--- config.mk ---
export PLATFORM = sky130hd
export DESIGN_NAME = uart_rx_fifo_cfg
export DESIGN_NICKNAME = d
export VERILOG_FILES = /design/src/rtl/uart_pkg.sv /design/src/rtl/uart_sync_fifo.sv /design/src/rtl/uart_rx_fifo_cfg.sv
export SDC_FILE = /design/constraint.sdc
export NUM_CORES = 1
export LEC_CHECK = 0
export CAP_MARGIN = 40
export CORE_MARGIN = 1
export CORE_UTILIZATION = 25
export DETAILED_ROUTE_END_ITERATION = 16
export GPL_TIMING_DRIVEN = 0
export SYNTH_ARGS = -nofsm -noshare
export SYNTH_HDL_FRONTEND = slang
export SYNTH_HIERARCHICAL = 1
export SYNTH_SLANG_ARGS = --single-unit
--- constraint.sdc ---
create_clock -name uart_clk -period 5.75 [get_ports uart_clk]
set_input_delay 1.15 -clock uart_clk [delete_from_list [all_inputs] [get_ports uart_clk]]
set_output_delay 1.15 -clock uart_clk [all_outputs]
set_load 0.02 [all_outputs]
--- src/rtl/uart_pkg.sv ---
// Shared types for the UART receive path: frame-format encodings, rx FSM states
// and the packed receive-FIFO entry.
package uart_pkg;

    typedef enum logic [1:0] {
        PAR_NONE = 2'd0,
        PAR_EVEN = 2'd1,
        PAR_ODD  = 2'd2
    } parity_e;

    localparam logic [1:0] DB_5 = 2'd0;
    localparam logic [1:0] DB_6 = 2'd1;
    localparam logic [1:0] DB_7 = 2'd2;
    localparam logic [1:0] DB_8 = 2'd3;

    typedef enum logic [2:0] {
        IDLE   = 3'd0,
        START  = 3'd1,
        DATA   = 3'd2,
        PARITY = 3'd3,
        STOP   = 3'd4
    } rx_state_e;

    typedef struct packed {
        logic       frame_err;
        logic       parity_err;
        logic [7:0] data;
    } rx_entry_t;

    // Index of the last data bit for a data-bits code (5 bits -> index 4).
    function automatic logic [2:0] last_bit_idx(input logic [1:0] data_bits);
        return 3'd4 + {1'b0, data_bits};
    endfunction

endpackage

--- src/rtl/uart_sync_fifo.sv ---
// Single-clock FIFO with one-extra-bit pointers and an occupancy output.
// Head entry is read combinationally from storage; a push into a full FIFO is only taken alongside a pop.
module uart_sync_fifo #(
    parameter int DEPTH = 8,
    parameter int WIDTH = 8
) (
    input  logic                   clk,
    input  logic                   rst_n,
    input  logic                   push,
    input  logic [WIDTH-1:0]       wr_data,
    input  logic                   pop,
    output logic [WIDTH-1:0]       rd_data,
    output logic [$clog2(DEPTH):0] level,
    output logic                   full,
    output logic                   empty
);

    localparam int AW = $clog2(DEPTH);

    logic [WIDTH-1:0] mem [DEPTH];
    logic [AW:0]      wr_ptr;
    logic [AW:0]      rd_ptr;
    logic             do_push;
    logic             do_pop;

    assign empty   = (wr_ptr == rd_ptr);
    assign full    = (wr_ptr[AW] != rd_ptr[AW]) && (wr_ptr[AW-1:0] == rd_ptr[AW-1:0]);
    assign do_pop  = pop && !empty;
    assign do_push = push && (!full || do_pop);
    assign level   = wr_ptr - rd_ptr;
    assign rd_data = mem[rd_ptr[AW-1:0]];

    always_ff @(posedge clk or negedge rst_n) begin
        if (!rst_n) begin
            wr_ptr <= '0;
            rd_ptr <= '0;
            mem    <= '{default: '0};
        end else begin
            if (do_push) begin
                mem[wr_ptr[AW-1:0]] <= wr_data;
                wr_ptr              <= wr_ptr + 1'b1;
            end
            if (do_pop) begin
                rd_ptr <= rd_ptr + 1'b1;
            end
        end
    end

endmodule

--- src/rtl/uart_rx_fifo_cfg.sv ---
// Runtime-configurable UART receiver (5-8 data bits, none/even/odd parity, 1-2 stop bits)
// feeding a DEPTH-entry receive FIFO with sticky overrun.
module uart_rx_fifo_cfg
    import uart_pkg::*;
#(
    parameter int DEPTH       = 8,
    parameter int SYNC_STAGES = 2
) (
    input  logic                   uart_clk,
    input  logic                   uart_rst_n,
    input  logic [15:0]            uart_divider,
    input  logic [1:0]             uart_data_bits,
    input  logic [1:0]             uart_parity,
    input  logic                   uart_stop2,
    input  logic                   uart_ser_rx,
    input  logic                   uart_rx_ready,
    output logic                   uart_rx_valid,
    output logic [7:0]             uart_rx_data,
    output logic                   uart_rx_parity_err,
    output logic                   uart_rx_frame_err,
    output logic [$clog2(DEPTH):0] uart_rx_level,
    output logic                   uart_rx_overrun,
    input  logic                   uart_overrun_clr,
    output logic                   uart_rx_busy
);

    logic [SYNC_STAGES-1:0] sync_q;
    logic                   rx_cur;
    logic                   rx_prev;

    rx_state_e   state, state_d;
    logic [15:0] cnt, cnt_d;
    logic [2:0]  bitcnt, bitcnt_d;
    logic [7:0]  shreg, shreg_d;
    logic [15:0] div_l, div_l_d;
    logic [1:0]  db_l, db_l_d;
    logic [1:0]  par_l, par_l_d;
    logic        stop2_l, stop2_l_d;
    logic        stop_idx, stop_idx_d;
    logic        par_err, par_err_d;
    logic        frm_err, frm_err_d;
    logic        par_en;
    logic        par_x;
    logic        push;
    rx_entry_t   push_entry;

    rx_entry_t   head;
    logic        fifo_full;
    logic        fifo_empty;
    logic        pop;

    assign rx_cur = sync_q[SYNC_STAGES-1];

    always_ff @(posedge uart_clk or negedge uart_rst_n) begin
        if (!uart_rst_n) begin
            sync_q  <= '1;
            rx_prev <= 1'b1;
        end else begin
            sync_q  <= {sync_q[SYNC_STAGES-2:0], uart_ser_rx};
            rx_prev <= rx_cur;
        end
    end

    assign par_en = (par_l == PAR_EVEN) || (par_l == PAR_ODD);
    assign par_x  = (^shreg) ^ rx_cur;

    always_comb begin
        state_d    = state;
        cnt_d      = cnt + 16'd1;
        bitcnt_d   = bitcnt;
        shreg_d    = shreg;
        div_l_d    = div_l;
        db_l_d     = db_l;
        par_l_d    = par_l;
        stop2_l_d  = stop2_l;
        stop_idx_d = stop_idx;
        par_err_d  = par_err;
        frm_err_d  = frm_err;
        push       = 1'b0;
        push_entry = '{frame_err: frm_err | ~rx_cur, parity_err: par_err, data: shreg};
        case (state)
            IDLE: begin
                cnt_d = '0;
                // Frame format is frozen here so mid-frame config writes cannot corrupt it.
                if (rx_prev && !rx_cur) begin
                    state_d    = START;
                    div_l_d    = uart_divider;
                    db_l_d     = uart_data_bits;
                    par_l_d    = uart_parity;
                    stop2_l_d  = uart_stop2;
                    bitcnt_d   = '0;
                    shreg_d    = '0;
                    stop_idx_d = 1'b0;
                    par_err_d  = 1'b0;
                    frm_err_d  = 1'b0;
                end
            end
            START: begin
                if (cnt == {1'b0, div_l[15:1]}) begin
                    cnt_d   = '0;
                    state_d = rx_cur ? IDLE : DATA;
                end
            end
            DATA: begin
                if (cnt == div_l) begin
                    cnt_d           = '0;
                    shreg_d[bitcnt] = rx_cur;
                    if (bitcnt == last_bit_idx(db_l)) begin
                        state_d = par_en ? PARITY : STOP;
                    end else begin
                        bitcnt_d = bitcnt + 3'd1;
                    end
                end
            end
            PARITY: begin
                if (cnt == div_l) begin
                    cnt_d     = '0;
                    par_err_d = (par_l == PAR_ODD) ? ~par_x : par_x;
                    state_d   = STOP;
                end
            end
            STOP: begin
                if (cnt == div_l) begin
                    cnt_d     = '0;
                    frm_err_d = frm_err | ~rx_cur;
                    if (stop2_l && !stop_idx) begin
                        stop_idx_d = 1'b1;
                    end else begin
                        push    = 1'b1;
                        state_d = IDLE;
                    end
                end
            end
            default: state_d = IDLE;
        endcase
    end

    always_ff @(posedge uart_clk or negedge uart_rst_n) begin
        if (!uart_rst_n) begin
            state    <= IDLE;
            cnt      <= '0;
            bitcnt   <= '0;
            shreg    <= '0;
            div_l    <= '0;
            db_l     <= DB_8;
            par_l    <= PAR_NONE;
            stop2_l  <= 1'b0;
            stop_idx <= 1'b0;
            par_err  <= 1'b0;
            frm_err  <= 1'b0;
        end else begin
            state    <= state_d;
            cnt      <= cnt_d;
            bitcnt   <= bitcnt_d;
            shreg    <= shreg_d;
            div_l    <= div_l_d;
            db_l     <= db_l_d;
            par_l    <= par_l_d;
            stop2_l  <= stop2_l_d;
            stop_idx <= stop_idx_d;
            par_err  <= par_err_d;
            frm_err  <= frm_err_d;
        end
    end

    assign pop = uart_rx_valid && uart_rx_ready;

    uart_sync_fifo #(
        .DEPTH (DEPTH),
        .WIDTH ($bits(rx_entry_t))
    ) u_fifo (
        .clk     (uart_clk),
        .rst_n   (uart_rst_n),
        .push    (push),
        .wr_data (push_entry),
        .pop     (pop),
        .rd_data (head),
        .level   (uart_rx_level),
        .full    (fifo_full),
        .empty   (fifo_empty)
    );

    // A drop on a full FIFO wins over a same-cycle clear so no overrun is lost.
    always_ff @(posedge uart_clk or negedge uart_rst_n) begin
        if (!uart_rst_n) begin
            uart_rx_overrun <= 1'b0;
        end else if (push && fifo_full && !pop) begin
            uart_rx_overrun <= 1'b1;
        end else if (uart_overrun_clr) begin
            uart_rx_overrun <= 1'b0;
        end
    end

    assign uart_rx_valid      = !fifo_empty;
    assign uart_rx_data       = head.data;
    assign uart_rx_parity_err = head.parity_err;
    assign uart_rx_frame_err  = head.frame_err;
    assign uart_rx_busy       = (state != IDLE);

endmodule
==> flow_summary.ini <==
[final_layout]
layout_overhead_on_the_synthesized_area_pct = 20.41
drive_gt1_share_pct = 27.23
diodes = 0
final_net_count = 727
finish.instance_area_um2 = 9183

[floorplanning]
fp.dieArea_um2 = 31210
die_height_um = 176.7
start_util_pct = 25.59
rows = 63
die_x_um = 176.7
boundaryPins = 43
core_um2 = 29800

[clock_network]
worstSkewPairLatency_ns = 0.43
cts.path.max_buffers = 2
cts_tree = built
root_buffer = sky130_fd_sc_hd__clkbuf_16
ctsHoldBuffers = 0
clk_transition_reported_paths_ns = 0.06
clkSinkCount = 146
htree_levels = 4
post_cts_resize_count = 0
tritoncts.num_buffers = 17
post_cts_buffers = 0

[worst_setup_path]
crit_path_end_kind = output pin
timing.critical_path.cells = clkbuf_1 > inv_1 > ha_1 > a21o_1 > a21oi_1 > xnor2_1 > clkdlybuf4s50_1
timing.setup.critical_path_class = flip-flop to output pin
worstSetupStartpointType = flip-flop
cp_slowest_stage_delay_ns = 0.62
cp_num_buf_inv = 3
worst_path_max_delay_cell = sky130_fd_sc_hd__clkdlybuf4s50_1
crit_family = buffers and inverters
r2r_depth = 10
cp_num_cells = 7
path_max_fanout = 10
worst-endpoint-required_ns = 4.60
arrival_ns = 3.05

[synth]
post-synth-top-area-fraction_pct = 46.27
yosysSeqAreaShare_pct = 47.99
postSynthRegisterBits = 146
synthesis.nets = 665
synthesis.yosys.warnings = 6
avgSynthCellArea_um2 = 12.10
ys_dominant_reg_cell = sky130_fd_sc_hd__dfrtp_1
yosys-top-cells-area = sky130_fd_sc_hd__dfrtp_1 (46%), sky130_fd_sc_hd__mux2_2 (9.2%), sky130_fd_sc_hd__mux4_2 (5.9%), sky130_fd_sc_hd__nand2_1 (5.6%), sky130_fd_sc_hd__xor2_1 (4.2%)
synth_cell_type_count = 53
synth_largest_area_cell = sky130_fd_sc_hd__dfrtp_1
syn-instance-count = 630
count_of_flip_flops_with_a_built_in_enable_after_synthesis = 0
post_synth_instance_area_um2 = 7626
fraction_of_synthesis_flops_using_an_asynchronous_set_or_reset_pin_pct = 100.0

[timing]
drv_slew = 0
rsz0062_at_grt = false
max_freq_mhz = 238.2
timing_worst_slew_pin_value_ns = 0.8221
setup_violations = 0
post-route-min-period_ns = 4.199
final.setup_skew_ns = 0.008635
fin_crit_sh_pct = 73.02
finalHoldViolCount = 0
relSlewSlack_pct = 45.19

[route]
drt_pre_antenna_iters = 4
initialDrtViolationCount = 270
dr_total_vias = 4856
wl_um = 16230
detail-route-antenna-nets = 0
routed_wire_length_per_instance_um = 14.82
drt_via_density = 4.435
drc = 0

[grt]
globalRouteTotalUtil_pct = 11.42
number_of_global_route_vias_before_repair = 5033
grt_pass1_wl_um = 27570
antenna_found_initial = 0
total_overflow_reported_by_the_global_router = 0
grt_start_max_net_pins = 84

[power]
leakagePower_nw = 4.228
power-per-cell-area_nw_per_um2 = 367.1
power_w = 0.003371
max-vdd-ir-drop_mv = 0.2226

[status]
outcome = finished, final reports clean

[placement]
placedInstanceArea_um2 = 8563
post-dp-hpwl_um = 11050
gpl.final_weighted_congestion = 0.7717
numPortBuffers = 42

[hold_path]
hold-path-cell-count = 0
hold_class = flip-flop to flip-flop

[run]
max_cap_viol_count = 0
-- per-layer routing --
| metal | global-route usage, % | up-vias | share of wire, % |
|---|---|---|---|
| met3 | 2.792 | 18 | 3.1 |
| met5 | 0 | - | 0 |
| met1 | 15.47 | 2433 | 50 |
| met4 | 3.448 | 0 | 1.2 |
| li1 | - | 2326 | - |
| met2 | 17.91 | 79 | 46 |
-- cells in the final DEF, fill, tap and decap left out, drive strengths merged, types with 2 or more instances in the layout --
cell           synthesis  layout
inv                   15      22
xor2                  38      38
a211oi                 2       2
clkinvlp               0       3
a21oi                 26      26
xnor2                 27      27
nor3b                  3       3
mux2                  82      82
or4                    2       2
and4                   2       2
nor3                   3       3
ha                     8       8
dfrtp                141     141
nand4                 16      16
mux4                  20      20
nor2b                  8       8
clkbuf                15      32
and3                   7       7
bufinv                 0       3
o21ai                  7       7
nor2                   9       9
nand3                 14      14
dfstp                  5       5
clkinv                 0       2
or3                    6       6
o31ai                  2       2
nand2                113     113
buf                   23      25
mux2i                 11      11
a21boi                 2       2
clkdlybuf4s50          0      41
nand2b                 3       3
nor4                  10      10
-- report_power, final --
part | switching [W] | internal, W | leakage, nW | total [W]
clock | 0.000475 | 0.000695 | 0.294 | 0.00117
sequential | 0.000132 | 0.00115 | 1.97 | 0.00128
combinational | 0.000527 | 0.000396 | 1.97 | 0.000922
-- path summary, 6_finish.rpt --
| kind | start | endpoint | slack, ns |
|---|---|---|---|
| max in group asynchronous | uart_rst_n | u_fifo/mem[33] | 4.15 |
| worst max-delay path | u_fifo/rd_ptr[1] | uart_rx_level[3] | 1.55 |
| worst min-delay path | sync_q[0] | sync_q[1] | 0.36 |
| worst max register to register | u_fifo/rd_ptr[1] | u_fifo/mem[13] | 2.37 |
| min in group asynchronous | uart_rst_n | div_l[14] | 0.79 |
| worst min register to register | sync_q[0] | sync_q[1] | 0.36 |
-- cell usage after synthesis, drive strengths merged, types with 2 or more instances --
master	count
nor2b	8
dfstp	5
a21oi	26
nand4	16
nor3b	3
and4	2
and3	7
ha	8
xor2	38
o31ai	2
or4	2
nor4	10
nor2	9
xnor2	27
nor3	3
nand2	113
a211oi	2
a21boi	2
nand2b	3
mux2i	11
clkbuf	15
dfrtp	141
or3	6
buf	23
nand3	14
mux2	82
o21ai	7
inv	15
mux4	20
-- registers in the layout (all words and copies together), names as in the netlist --
name / cells
u_fifo/mem: 80
cnt: 16
div_l: 16
shreg: 8
u_fifo/rd_ptr: 4
u_fifo/wr_ptr: 4
bitcnt: 3
state: 3
db_l: 2
par_l: 2
sync_q: 2
frm_err: 1
par_err: 1
rx_prev: 1
stop2_l: 1
stop_idx: 1
uart_rx_overrun: 1
-- layout make-up --
| type | count | area (um2) |
|---|---|---|
| plain buffers | 38 | 240.2 |
| clock buffers | 17 | 425.4 |
| well taps | 390 | 488.0 |
| clock inverters | 15 | 193.9 |
| inverters | 15 | 56.30 |
| fillers | 3037 | 20610 |
| repair buffers | 43 | 449.2 |
| multi-input cells | 431 | 3670 |
| flip-flops and latches | 146 | 3660 |
-- kinds of logic (layout without fill, tap and decap cells) --
logic type / after synthesis / count (layout) / share of synthesized area, %
AOI/OAI and AO/OA: 45 / 45 / 4.315
adders and majority gates: 9 / 9 / 1.575
xor gates and xnor gates: 65 / 65 / 7.662
and+or+nand+nor: 199 / 199 / 14.13
muxes: 113 / 113 / 20.44
DFF: 146 / 146 / 47.99
buffers and inverters: 53 / 128 / 3.888
-- per-stage QoR --
| step | hold WS (ns) | worst slack [ns] | utilization [%] | TNS (ns) | instances |
|---|---|---|---|---|---|
| global placement | 0.3484 | -2.712 | 28.64 | -384.42 | 1062 |
| floorplan | 0.3452 | 2.743 | - | 0 | 630 |
| detailed placement | 0.3476 | 1.998 | 28.74 | 0 | 1063 |
| CTS | 0.3563 | 1.523 | 30.82 | 0 | 1095 |
| finish | 0.3554 | 1.551 | 30.82 | 0 | 1095 |
| global route | 0.3636 | 1.406 | 30.82 | 0 | 1095 |
Note: power is estimated with default switching activity, not from simulation.
